**src/rtl/cpu_ctrl_pkg.sv**
```systemverilog
// Shared definitions for the control unit and the datapath: state encoding,
// packed control word, opcode values and mux select encodings.
package cpu_ctrl_pkg;

  typedef enum logic [4:0] {
    S_HALTED, S_FETCH1, S_FETCH2, S_FETCH3, S_DECODE,
    S_ADD, S_AND, S_NOT,
    S_BR0, S_BR1, S_JMP, S_JSR0, S_JSR1,
    S_LDR0, S_LDR1, S_LDR2, S_LDR3,
    S_STR0, S_STR1, S_STR2,
    S_PAUSE1, S_PAUSE2
  } state_t;

  typedef struct packed {
    logic       ld_mar;
    logic       ld_mdr;
    logic       ld_ir;
    logic       ld_pc;
    logic       ld_reg;
    logic       ld_cc;
    logic       ld_ben;
    logic       ld_led;
    logic       gate_pc;
    logic       gate_mdr;
    logic       gate_alu;
    logic       gate_marmux;
    logic [1:0] pcmux;
    logic       addr1mux;   // 0: PC, 1: BaseR (SR1 out)
    logic [1:0] addr2mux;
    logic [1:0] aluk;
    logic       drmux;      // 0: IR[11:9], 1: R7
    logic       sr1mux;     // 0: IR[11:9], 1: IR[8:6]
    logic       sr2mux;     // 1: datapath may pick imm5 when IR[5]=1
  } ctrl_t;

  localparam logic [3:0] OP_BR    = 4'b0000;
  localparam logic [3:0] OP_ADD   = 4'b0001;
  localparam logic [3:0] OP_JSR   = 4'b0100;
  localparam logic [3:0] OP_AND   = 4'b0101;
  localparam logic [3:0] OP_LDR   = 4'b0110;
  localparam logic [3:0] OP_STR   = 4'b0111;
  localparam logic [3:0] OP_NOT   = 4'b1001;
  localparam logic [3:0] OP_JMP   = 4'b1100;
  localparam logic [3:0] OP_PAUSE = 4'b1101;

  localparam logic [1:0] PCMUX_INC   = 2'b00;
  localparam logic [1:0] PCMUX_BUS   = 2'b01;
  localparam logic [1:0] PCMUX_ADDER = 2'b10;

  localparam logic [1:0] ADDR2MUX_ZERO  = 2'b00;
  localparam logic [1:0] ADDR2MUX_OFF6  = 2'b01;
  localparam logic [1:0] ADDR2MUX_OFF9  = 2'b10;
  localparam logic [1:0] ADDR2MUX_OFF11 = 2'b11;

  localparam logic [1:0] ALUK_ADD  = 2'b00;
  localparam logic [1:0] ALUK_AND  = 2'b01;
  localparam logic [1:0] ALUK_NOT  = 2'b10;
  localparam logic [1:0] ALUK_PASS = 2'b11;

endpackage

```
**src/rtl/mem_wait_timer.sv**
```systemverilog
// SRAM access window timer: 4-bit down-counter, preloaded with MEM_WAIT-1
// outside memory states and counted down to zero inside them. No wrap.
module mem_wait_timer #(
  parameter int unsigned MEM_WAIT = 2   // legal range 1..15
) (
  input  logic clk,
  input  logic reset,
  input  logic load,
  input  logic dec,
  output logic done
);
  localparam logic [3:0] LOAD_VAL = 4'(MEM_WAIT - 1);

  logic [3:0] count;

  // Reload has priority; decrement saturates at zero.
  always_ff @(posedge clk) begin
    if (reset)
      count <= '0;
    else if (load)
      count <= LOAD_VAL;
    else if (dec && count != 4'd0)
      count <= count - 4'd1;
  end

  assign done = (count == 4'd0);

endmodule

```
**src/rtl/cpu_control_fsm.sv**
```systemverilog
// Control unit: Moore FSM sequencing fetch/decode/execute for the 16-bit datapath.
// Optional build macro CPU_SINGLE_STEP_EN: every instruction ends in the pause
// states (LEDs untouched), so each continue press runs one instruction.
//
// state     | meaning
// S_HALTED  | idle, waiting for run_i
// S_FETCH1  | MAR<-PC, PC<-PC+1
// S_FETCH2  | SRAM read window, MDR<-M on last cycle
// S_FETCH3  | IR<-MDR
// S_DECODE  | ld_ben, dispatch on opcode
// S_ADD/AND/NOT | ALU result to DR, set CC
// S_BR0/BR1 | branch test / PC<-PC+off9
// S_JMP     | PC<-BaseR
// S_JSR0/1  | R7<-PC / PC<-PC+off11
// S_LDR0..3 | MAR<-BaseR+off6, read window, MDR<-M, DR<-MDR
// S_STR0..2 | MAR<-BaseR+off6, MDR<-SR, write window
// S_PAUSE1  | show IR[11:0] on LEDs, wait for continue press
// S_PAUSE2  | wait for continue release
module cpu_control_fsm
  import cpu_ctrl_pkg::*;
#(
  parameter int unsigned MEM_WAIT = 2
) (
  input  logic        clk,
  input  logic        reset,
  input  logic        run_i,
  input  logic        continue_i,
  input  logic [15:0] ir_i,
  input  logic        ben_i,
  output ctrl_t       ctrl_o,
  output logic        mem_ena_o,
  output logic        mem_wr_o,
  output logic        halted_o
);
  state_t      state, state_next, end_next;
  logic        in_mem, timer_done, step_flag;
  logic [11:0] unused_ir;

  assign unused_ir = ir_i[11:0];
  assign in_mem    = (state == S_FETCH2) || (state == S_LDR1) || (state == S_STR2);

  mem_wait_timer #(.MEM_WAIT(MEM_WAIT)) u_timer (
    .clk   (clk),
    .reset (reset),
    .load  (!in_mem),
    .dec   (in_mem),
    .done  (timer_done)
  );

`ifdef CPU_SINGLE_STEP_EN
  assign end_next = run_i ? S_PAUSE1 : S_HALTED;

  // Marks a pause entered at the end of an ordinary instruction (LEDs not loaded).
  always_ff @(posedge clk) begin
    if (reset)
      step_flag <= 1'b0;
    else if (state_next == S_PAUSE1 && state != S_PAUSE1)
      step_flag <= (state != S_DECODE);
  end
`else
  assign end_next  = run_i ? S_FETCH1 : S_HALTED;
  assign step_flag = 1'b0;
`endif

  // State register; reset wins in every state.
  always_ff @(posedge clk) begin
    if (reset)
      state <= S_HALTED;
    else
      state <= state_next;
  end

  // Next-state decode.
  always_comb begin
    state_next = state;
    unique case (state)
      S_HALTED: if (run_i) state_next = S_FETCH1;
      S_FETCH1: state_next = S_FETCH2;
      S_FETCH2: if (timer_done) state_next = S_FETCH3;
      S_FETCH3: state_next = S_DECODE;
      S_DECODE: begin
        case (ir_i[15:12])
          OP_ADD:   state_next = S_ADD;
          OP_AND:   state_next = S_AND;
          OP_NOT:   state_next = S_NOT;
          OP_BR:    state_next = S_BR0;
          OP_JMP:   state_next = S_JMP;
          OP_JSR:   state_next = S_JSR0;
          OP_LDR:   state_next = S_LDR0;
          OP_STR:   state_next = S_STR0;
          OP_PAUSE: state_next = S_PAUSE1;
          default:  state_next = S_FETCH1;
        endcase
      end
      S_ADD, S_AND, S_NOT, S_JMP, S_BR1, S_JSR1, S_LDR3: state_next = end_next;
      S_BR0:    state_next = ben_i ? S_BR1 : end_next;
      S_JSR0:   state_next = S_JSR1;
      S_LDR0:   state_next = S_LDR1;
      S_LDR1:   if (timer_done) state_next = S_LDR2;
      S_LDR2:   state_next = S_LDR3;
      S_STR0:   state_next = S_STR1;
      S_STR1:   state_next = S_STR2;
      S_STR2:   if (timer_done) state_next = end_next;
      S_PAUSE1: if (continue_i) state_next = S_PAUSE2;
      S_PAUSE2: if (!continue_i) state_next = S_FETCH1;
      default:  state_next = S_HALTED;
    endcase
  end

  // Moore output decode from the state register (timer count is state too).
  always_comb begin
    ctrl_o    = '0;
    mem_ena_o = 1'b0;
    mem_wr_o  = 1'b0;
    halted_o  = 1'b0;
    unique case (state)
      S_HALTED: halted_o = 1'b1;
      S_FETCH1: begin
        ctrl_o.ld_mar  = 1'b1;
        ctrl_o.gate_pc = 1'b1;
        ctrl_o.ld_pc   = 1'b1;
        ctrl_o.pcmux   = PCMUX_INC;
      end
      S_FETCH2: begin
        mem_ena_o     = 1'b1;
        ctrl_o.ld_mdr = timer_done;
      end
      S_FETCH3: begin
        ctrl_o.gate_mdr = 1'b1;
        ctrl_o.ld_ir    = 1'b1;
      end
      S_DECODE: ctrl_o.ld_ben = 1'b1;
      S_ADD, S_AND, S_NOT: begin
        ctrl_o.ld_reg   = 1'b1;
        ctrl_o.ld_cc    = 1'b1;
        ctrl_o.gate_alu = 1'b1;
        ctrl_o.sr1mux   = 1'b1;
        ctrl_o.sr2mux   = (state != S_NOT);
        ctrl_o.aluk     = (state == S_ADD) ? ALUK_ADD :
                          (state == S_AND) ? ALUK_AND : ALUK_NOT;
      end
      S_BR1: begin
        ctrl_o.ld_pc    = 1'b1;
        ctrl_o.pcmux    = PCMUX_ADDER;
        ctrl_o.addr2mux = ADDR2MUX_OFF9;
      end
      S_JMP: begin
        ctrl_o.ld_pc    = 1'b1;
        ctrl_o.pcmux    = PCMUX_ADDER;
        ctrl_o.addr1mux = 1'b1;
        ctrl_o.addr2mux = ADDR2MUX_ZERO;
        ctrl_o.sr1mux   = 1'b1;
      end
      S_JSR0: begin
        ctrl_o.ld_reg  = 1'b1;
        ctrl_o.gate_pc = 1'b1;
        ctrl_o.drmux   = 1'b1;
      end
      S_JSR1: begin
        ctrl_o.ld_pc    = 1'b1;
        ctrl_o.pcmux    = PCMUX_ADDER;
        ctrl_o.addr2mux = ADDR2MUX_OFF11;
      end
      S_LDR0, S_STR0: begin
        ctrl_o.ld_mar      = 1'b1;
        ctrl_o.gate_marmux = 1'b1;
        ctrl_o.addr1mux    = 1'b1;
        ctrl_o.addr2mux    = ADDR2MUX_OFF6;
        ctrl_o.sr1mux      = 1'b1;
      end
      S_LDR1: mem_ena_o = 1'b1;
      // MDR captures the read data one cycle after the access window closes.
      S_LDR2: ctrl_o.ld_mdr = 1'b1;
      S_LDR3: begin
        ctrl_o.gate_mdr = 1'b1;
        ctrl_o.ld_reg   = 1'b1;
        ctrl_o.ld_cc    = 1'b1;
      end
      S_STR1: begin
        ctrl_o.ld_mdr   = 1'b1;
        ctrl_o.gate_alu = 1'b1;
        ctrl_o.aluk     = ALUK_PASS;
      end
      S_STR2: begin
        mem_ena_o = 1'b1;
        mem_wr_o  = 1'b1;
      end
      S_PAUSE1: ctrl_o.ld_led = !step_flag;
      default: ;
    endcase
  end

endmodule
```
**config.mk**
```make
export PLATFORM = sky130hd
export DESIGN_NAME = cpu_control_fsm
export DESIGN_NICKNAME = d
export VERILOG_FILES = /design/src/rtl/cpu_ctrl_pkg.sv /design/src/rtl/mem_wait_timer.sv /design/src/rtl/cpu_control_fsm.sv
export SDC_FILE = /design/constraint.sdc
export NUM_CORES = 1
export LEC_CHECK = 0
export ABC_AREA = 1
export CAP_MARGIN = 10
export CORE_ASPECT_RATIO = 0.6
export CORE_MARGIN = 8
export CORE_UTILIZATION = 42
export DETAILED_ROUTE_END_ITERATION = 16
export GPL_TIMING_DRIVEN = 0
export HOLD_SLACK_MARGIN = 0.06
export PLACE_DENSITY = 0.8
export SETUP_SLACK_MARGIN = 0.5
export SKIP_LAST_GASP = 1
export SLEW_MARGIN = 10
export SYNTH_ARGS = -nofsm -noshare
export SYNTH_HDL_FRONTEND = slang
export SYNTH_SLANG_ARGS = --single-unit
export TNS_END_PERCENT = 1
```
**constraint.sdc**
```tcl
create_clock -name clk -period 1.7 [get_ports clk]
set_input_delay 0.34 -clock clk [delete_from_list [all_inputs] [get_ports clk]]
set_output_delay 0.34 -clock clk [all_outputs]
set_load 0.05 [all_outputs]
```
## Word-level counts from Yosys, hierarchy flattened

Memories as Yosys holds them, arrays and structs flattened.
Index checks and enable logic that the tools add are counted.

| cells by class | value |
|---|---|
| $add $sub $neg | 1 |
| eq/ne operators | 29 |
| mux-type cells | 35 |
| bitwise logic cells | 1 |
| reductions and logical operators | 23 |

Operator list:

| cell | number |
|---|---|
| 5-bit case mux with 16 select lines | 1 |
| 5-bit by 4-bit equality test with 1-bit output, second input constant | 8 |
| 5-bit equality test, second input constant | 6 |
| 5-bit 2-to-1 mux | 6 |
| 1-bit 2-to-1 mux | 21 |
| 5-bit by 3-bit equality test with 1-bit output, second input constant | 4 |
| 3-bit OR reduction | 5 |
| 2-bit inequality test, second input constant | 7 |
| 4-bit OR reduction | 3 |
| 5-bit by 2-bit equality test with 1-bit output, second input constant | 2 |
| 2-bit OR reduction | 5 |
| 7-bit OR reduction | 1 |
| 2-bit 2-to-1 mux | 3 |
| 2-bit case mux with 3 select lines | 1 |
| 6-bit AND reduction | 1 |
| 6-bit OR reduction | 1 |
| 5-bit by 1-bit equality test with 1-bit output, second input constant | 1 |
| 5-bit zero test | 1 |
| 5-bit by 3-bit inequality test with 1-bit output, second input constant | 1 |
| 5-bit OR reduction | 1 |
| 4-bit zero test | 1 |
| 4-bit 2-to-1 mux | 1 |
| 2-bit case mux with 2 select lines | 1 |
| 4-bit nonzero test | 1 |
| 5 further kinds | 6 |

| storage, ports and cells | value |
|---|---|
| bits in registers | 9 |
| memory bits (read-only) | 80 |
| input port bits | 21 |
| output and inout port bits | 25 |
| memories | 1 |

Memories:

| memory | words | bits a word | read ports | clocked after memory_dff | write ports | RTL line | RTL |
|---|---|---|---|---|---|---|---|
| (name not given) | 16 | 5 | 1 | 0 | 0 | cpu_control_fsm.sv:82 | `case (ir_i[15:12])` |

## Logic depth before layout (Yosys ltp)

Gate-level depths: netlist of the first run.

| depth | value |
|---|---|
| depth in word-level cells | 6 |
| depth in mapped cells | 11 |

## Hierarchy

A second synthesis of the first run with hierarchy kept.

| second synthesis, totals | value |
|---|---|
| cell total of the unflattened synthesis | 198 |
| area total of the unflattened synthesis | 1149.9 µm² |

By module, submodules not included:

| module | times used | cells each | area each (µm²) | seq. area each (µm²) |
|---|---|---|---|---|
| cpu_control_fsm | 1 | 163 | 908.4 | 100.1 |
| mem_wait_timer | 1 | 35 | 241.5 | 80.1 |

## Worst setup path before layout of the first run

No wires, ideal clock.

| timing path | value |
|---|---|
| path kind | register to output |
| start point | register state[2] |
| end point | output port ctrl_o[17] (netlist name) |
| arrival | 1842 ps |
| slack | -482 ps |
| cell stages (with the launch flop) | 6 |
| buffers on the path | 0 |
| path through | dfxtp_1 inv_1 nand3_1 nor2_1 inv_1 nand3_1 |

RTL lines:

| what | RTL line | RTL |
|---|---|---|
| from (decl) | cpu_control_fsm.sv:35 | `state_t state, state_next, end_next;` |
| from (signal assigned) | cpu_control_fsm.sv:70 | `state <= state_next;` |
| to (decl) | cpu_control_fsm.sv:30 | `output ctrl_t ctrl_o,` |

==> results of run 1 <==
[sequential cells by signal, summed over array words and instances (netlist names)]
register       cells
state              5
u_timer.count      4
[final timing paths]
check / start / to / slack (ns) / cells past startpoint
hold reg to reg: u_timer.count[3] / u_timer.count[3] / 0.53 / 3
setup reg to reg: state[2] / state[0] / 0.19 / 12
hold / removal: u_timer.count[3] / u_timer.count[3] / 0.53 / 3
setup / recovery: state[0] / ctrl_o[5] / -0.09 / 7
[report_power, final]
part           switching, mW  total [mW]  internal [mW]
Clock                 0.0901       0.250          0.160
Sequential            0.0686       0.320          0.251
Combinational          0.797        1.17          0.374
[routing by layer]
layer / GRT usage [%] / part of all wire [%]
met5: 0 / 0
met1: 21.07 / 44
met2: 27.50 / 43
met4: 7.485 / 2.1
met3: 4.754 / 11
[cell usage after synthesis, types with 2 or more instances]
master / n / area share (%)
nand2_1: 45 / 16
ha_1: 6 / 7.2
o211ai_1: 2 / 1.4
nand2_4: 2 / 2.2
nor2_1: 32 / 12
nand3_1: 21 / 10
nor2_4: 2 / 2.2
inv_1: 27 / 9.8
a21oi_1: 9 / 4.3
inv_2: 4 / 1.4
dfxtp_1: 9 / 17
o21ai_0: 5 / 2.4
nor2_2: 7 / 4.2
nor3_1: 3 / 1.4
nand2_2: 3 / 1.8
[cells in the final DEF, fill, tap and decap left out, drive strengths merged]
master          n
ha              6
a41oi           1
nand3          21
clkinv          1
buf            32
nor2           41
o21ai           6
or2             1
dlymetal6s2s    1
clkbuf          5
dfxtp           9
nand2          50
clkdlybuf4s50   6
nor3            3
inv            30
o221ai          1
o211ai          2
clkinvlp        1
xor2            1
nand4           1
a21oi           9
conb            1
[cells by family after synthesis]
group,Yosys count
adder cells (fa/ha/maj),6
XOR/XNOR,1
flip-flops,9
AND/OR/NAND/NOR,117
buffers and inverters,34
AO/OA/AOI/OAI,19
other,1
[through the flow]
stage | power (mW) | util, % | area, µm² | setup TNS (ns) | setup slack [ns]
after floorplan | 1.018 | - | 1167 | 0 | 0.06957
after global placement | 1.274 | 62.78 | 1518 | -12.59 | -0.7065
after detailed placement | 1.286 | 62.78 | 1518 | -12.70 | -0.7026
after CTS | 1.678 | 70.24 | 1698 | -0.5160 | -0.05178
after global routing | 1.836 | 72.15 | 1744 | -2.432 | -0.1284
final | 1.741 | 72.15 | 1744 | -1.236 | -0.08673
[timing repair]
item,CTS,global route
endpoints found under the setup margin,33,33
hold endpoints to repair,0,0
pin swaps,6,4
buffers inserted,6,1
resized for setup,181,16
[area by class of cell]
type / instances / share of cell area (%)
Timing Repair Buffer: 38 / 19.51
Inverter: 31 / 7.461
Multi-Input combinational cell: 144 / 55.81
Clock inverter: 1 / 0.2869
Buffer: 3 / 1.076
Clock buffer: 3 / 2.367
Tap cell: 32 / 2.296
Sequential cell: 9 / 11.19
[worst max-delay path, delay by kind of cell, from the launching register on]
kind / cells / cell delay, ns
DFF: 1 / 0.40
and+or+nand+nor: 4 / 0.53
buffers and inverters: 3 / 0.28
==> results.md, run 1 <==
* Status: complete, but fails checks
* Failing checks: setup timing
* Hold buffer count at CTS at 0
* Via count at around 1400
* Critical Path, Cell by Cell: inv_2 > nor2_4 > inv_4 > nor3_4 > nor2_4 > nand2_4 > buf_8
* Max Clk Rate at 559.7 MHz
* Synth Register Bits at 9
* Maximum VDD drop at 0.0005607 V
* Minimum clock period at 1.787 ns
* Mapped Area at 1037 µm²
* Routability cong. at slightly below 0.9
* Non-Filler Instances at 261
* TritonRoute pass-1 iters at 4
* Die height at 54.50 µm
* Worst-Skew Late Latency at 0.23 ns
* CTS H-tree depth at 1
* Post-DRT Antenna Nets at 0
* I/O pin total at 46
* Gr usage total at 17.01%
* Xor/xnor cell area share of the yosys netlist at 0.8444%
* # setup viols final at 21
* CTS Buffer Depth at 2
* CTS tree: done
* Layout cells sized above 1 at between 40% and 50%
* Skew final at between 0.002 and 0.0025 ns
* Fin. Hold Viols at 0
* Most used cell along the critical path: nor2_4
* Drc violations at 0
* Avg Synthesized Cell Area at about 5.5 µm²
* WS Path Type: flip-flop to primary output
* Fillers at 200
* Drt wl/cell at 14.38 µm
* Die ar. at about 4400 µm²
* Die X at 80.16 µm
* Final WS setup at -0.08673 ns
* MaxCap Viol Count at 0
* Pin count of the biggest net entering global routing at 11
* Simple-gate portion of the synthesized area at 51.03%
* WP data required at 1.36 ns
* Area occupied by registers at 195.2 µm²
* Overflow after GRT at 0
* Core area at 2417 µm²
* Port bufs at 31
* CP arrival at 1.45 ns
* Synth Flop Type: dfxtp_1
* Inserted Clock Buffers at 3
* Synth cell types at 25
* Final Max Slew Viols at 0
* Power density cells at approximately 1000 nW/µm²
* Yosys warns at 0
* Dpl cells at 250
* Synth async-reset ratio at 0%
* CP max FO at 5
* RSZ-0062 raised after global routing: true
* Seq/Total Area, Yosys at ~17%
* Tcrit/Tclk final at 105.1%
* Initial Util at 42.91%
* Compound-gate portion of the synthesized area at between 10% and 20%
* Mapped Nets at 214
* Leakage at 0.9318 nW
* Slowest CP cell: dfxtp_4
* Critical path endpoint category: primary output
* Worst hold slack at between 0.5 and 0.6 ns
* Worst-path clk slew at 0.05 ns
* Synth Area in Adders at 7.238%
* Initial DRC Count at 146
* Worst setup SP type: flip-flop
* Worst Hold Class: flip-flop to flip-flop
* Clock sinks at 9
* Cell count after synthesis at 187
* Initial antenna violation count at 0
* First-pass GRT wire length at 5.858 mm
* Vias/cell at about 5.3
* Main combinational cell family by area after synthesis: simple AND/OR/NAND/NOR gates
* Area of the multi-input gates at 973.4 µm²
* Mux share of post-synthesis cell area at 0%
* DP HPWL at 2.602 mm
* Routed WL at 3.752 mm
* N_diodes at 0
* Number of global-route vias before repair at about 1300
* Worst path max stage delay at 0.40 ns
* Clk root buf: clkbuf_8
* # rows at 14
* Number of nets in the layout at 257
* Synth-to-layout area growth at 68.15%
* EDFF count, synth at 0
No activity file was read; power rests on OpenSTA's default activity.
==> run 2: changes to the inputs <==
--- a/config.mk
+++ b/config.mk
@@ -8,7 +8,6 @@
 export ABC_AREA = 1
 export CAP_MARGIN = 10
 export CORE_ASPECT_RATIO = 0.6
-export CORE_MARGIN = 8
 export CORE_UTILIZATION = 42
 export DETAILED_ROUTE_END_ITERATION = 16
 export GPL_TIMING_DRIVEN = 0
@@ -16,7 +15,6 @@
 export PLACE_DENSITY = 0.8
 export SETUP_SLACK_MARGIN = 0.5
 export SKIP_LAST_GASP = 1
-export SLEW_MARGIN = 10
 export SYNTH_ARGS = -nofsm -noshare
 export SYNTH_HDL_FRONTEND = slang
 export SYNTH_SLANG_ARGS = --single-unit
==> results.md, run 2 (synthesis results as in run 1) <==
* Die height at 40.50 µm (was 54.50 µm)
* Final WS setup at -0.1084 ns (was -0.08673 ns)
* # rows at 13 (was 14)
* N_diodes at 0 (unchanged)
* Clock sinks at 9 (unchanged)
* Die X at 66.16 µm (was 80.16 µm)
* Initial DRC Count at 153 (was 146)
* Number of nets in the layout at 258 (was 257)
* Port bufs at 31 (unchanged)
* Synth-to-layout area growth at 68.27% (was 68.15%)
* Pin count of the biggest net entering global routing at 11 (unchanged)
* Failing checks: setup timing (unchanged)
* DP HPWL at 2.719 mm (was 2.602 mm)
* Status: complete, but fails checks (unchanged)
* Inserted Clock Buffers at 3 (unchanged)
* Max Clk Rate at 553.0 MHz (was 559.7 MHz)
* Setup WS pre-CTS at -0.6965 ns (was -0.7026 ns)
* Via count at 1504 (was 1378)
* WP data required at 1.36 ns (about the same)
* # setup viols final at 24 (was 21)
* CTS Buffer Depth at 2 (unchanged)
* TritonRoute pass-1 iters at 5 (was 4)
* Layout cells sized above 1 at 45.22% (was 44.54%)
* Dpl cells at 248 (was 250)
* Critical path endpoint category: primary output (unchanged)
* WS Path Type: flip-flop to primary output (unchanged)
* Worst Path Buf+Inv at 3 (unchanged)
* Minimum clock period at 1.808 ns (was 1.787 ns)
* Largest regs: state x5, u_timer.count x4 (unchanged)
* Worst setup SP type: flip-flop (unchanged)
* Fin. Hold Viols at 0 (unchanged)
* Post-Route Utilization at 77.76% (was 72.15%)
* Commonest non-fill, non-tap cell in the layout: nand2_1 (unchanged)
* Initial Util at 46.21% (was 42.91%)
* Die ar. at 2679 µm² (was 4368 µm²)
* Drc violations at 0 (unchanged)
* Most used cell along the critical path: nor2_4 (unchanged)
* CTS tree: done (unchanged)
* Tcrit/Tclk final at 106.4% (was 105.1%)
* Worst-path clk slew at 0.05 ns (about the same)
* Max FFs per register at 5 (unchanged)
* Vias/cell at 5.785 (was 5.280)
* Gr usage total at 33.40% (was 17.01%)
* Worst path max stage delay at 0.39 ns (was 0.40 ns)
* Fillers at 158 (was 200)
* Delay-heaviest family, CP: simple AND/OR/NAND/NOR gates (unchanged)
* Drt wl/cell at 16.31 µm (was 14.38 µm)
* Critical Path, Cell by Cell: inv_2 > nor2_4 > inv_4 > nor3_4 > nor2_4 > nand2_4 > buf_8 (unchanged)
* Non-Filler Instances at 260 (was 261)
* First-pass GRT wire length at 6.182 mm (was 5.858 mm)
* Routed WL at 4.240 mm (was 3.752 mm)
* MaxCap Viol Count at 0 (unchanged)
* Power Total at 1.788 mW (was 1.741 mW)
* Maximum VDD drop at 0.0007642 V (was 0.0005607 V)
* Worst Hold Class: flip-flop to flip-flop (unchanged)
* Worst-Skew Late Latency at 0.25 ns (was 0.23 ns)
* I/O pin total at 46 (unchanged)
* Power density cells at 1024 nW/µm² (was 998.2 nW/µm²)
* CP max FO at 5 (unchanged)
* Hold buffer count at CTS at 0 (unchanged)
* Slowest CP cell: dfxtp_4 (unchanged)
* Final Max Slew Viols at 0 (unchanged)
* CP arrival at 1.47 ns (was 1.45 ns)
* Leakage at 0.9179 nW (was 0.9318 nW)
* CTS H-tree depth at 1 (unchanged)
* Overflow after GRT at 0 (unchanged)
* Worst hold slack at 0.5270 ns (was 0.5321 ns)
* RSZ-0062 raised after global routing: true (unchanged)
* Skew final at 0.004381 ns (was 0.002251 ns)
* Largest reg by FF count: state (unchanged)
* Core area at 2245 µm² (was 2417 µm²)
* Number of global-route vias before repair at 1271 (was 1257)
* Routability cong. at 0.8824 (was 0.8929)
* Clk root buf: clkbuf_8 (unchanged)
* Most frequent cells in the layout: 32 x nand2_1, 22 x nor2_1, 19 x inv_1 (was 33 x nand2_1, 22 x nor2_1, 19 x inv_1)
* Initial antenna violation count at 0 (unchanged)
* Post-DRT Antenna Nets at 0 (unchanged)
-- run 2: worst min-delay path, stage by stage, from the launching register on --
cell and delay (ns):
dfxtp_4 0.37, nand2_1 0.07, a21oi_1 0.05
-- run 2: power by group --
group / leakage, nW / internal (mW) / switching, mW
Combinational: 0.816 / 0.397 / 0.817
Sequential: 0.0764 / 0.247 / 0.0625
Clock: 0.0255 / 0.161 / 0.104
Total: 0.918 / 0.805 / 0.983
-- run 2: path summary, 6_finish.rpt --
path	startpoint	end	slack [ns]	cells past startpoint
worst max register to register	state[2]	state[0]	0.10	11
worst max-delay path	state[0]	ctrl_o[7]	-0.11	7
worst min-delay path	state[0]	state[0]	0.53	2
worst min register to register	state[0]	state[0]	0.53	2
-- run 2: cell type report --
class	count	area (µm²)	area share, %
timing repair buffer	39	340.3	19.50
tap	30	37.54	2.151
clock buffer	3	41.29	2.366
clock inverter	1	5.005	0.2867
multi-input combinational	144	972.2	55.70
inverter	31	132.6	7.599
buffer	3	22.52	1.290
sequential	9	193.9	11.11
-- run 2: per-layer routing --
metal	vias to the layer above	share of wire (%)	global-route usage (%)
li1	675	-	-
met1	671	40	39.97
met2	127	43	55.10
met3	31	11	7.670
met4	0	5.5	23.40
met5	-	0	0
-- run 2: stage by stage --
step / TNS (ns) / cell area (µm²)
6_report: -1.857 / 1745
5_1_grt: -3.279 / 1745
4_1_cts: -0.8453 / 1672
3_5_place_dp: -12.94 / 1515
3_3_place_gp: -12.35 / 1515
2_1_floorplan: 0 / 1167
-- run 2: what timing repair did --
action                                  CTS  global route
resized for setup                       177            16
endpoints found under the setup margin   33            33
hold endpoints to repair                  0             0
setup buffers                             3             5
pin swaps                                 4             6
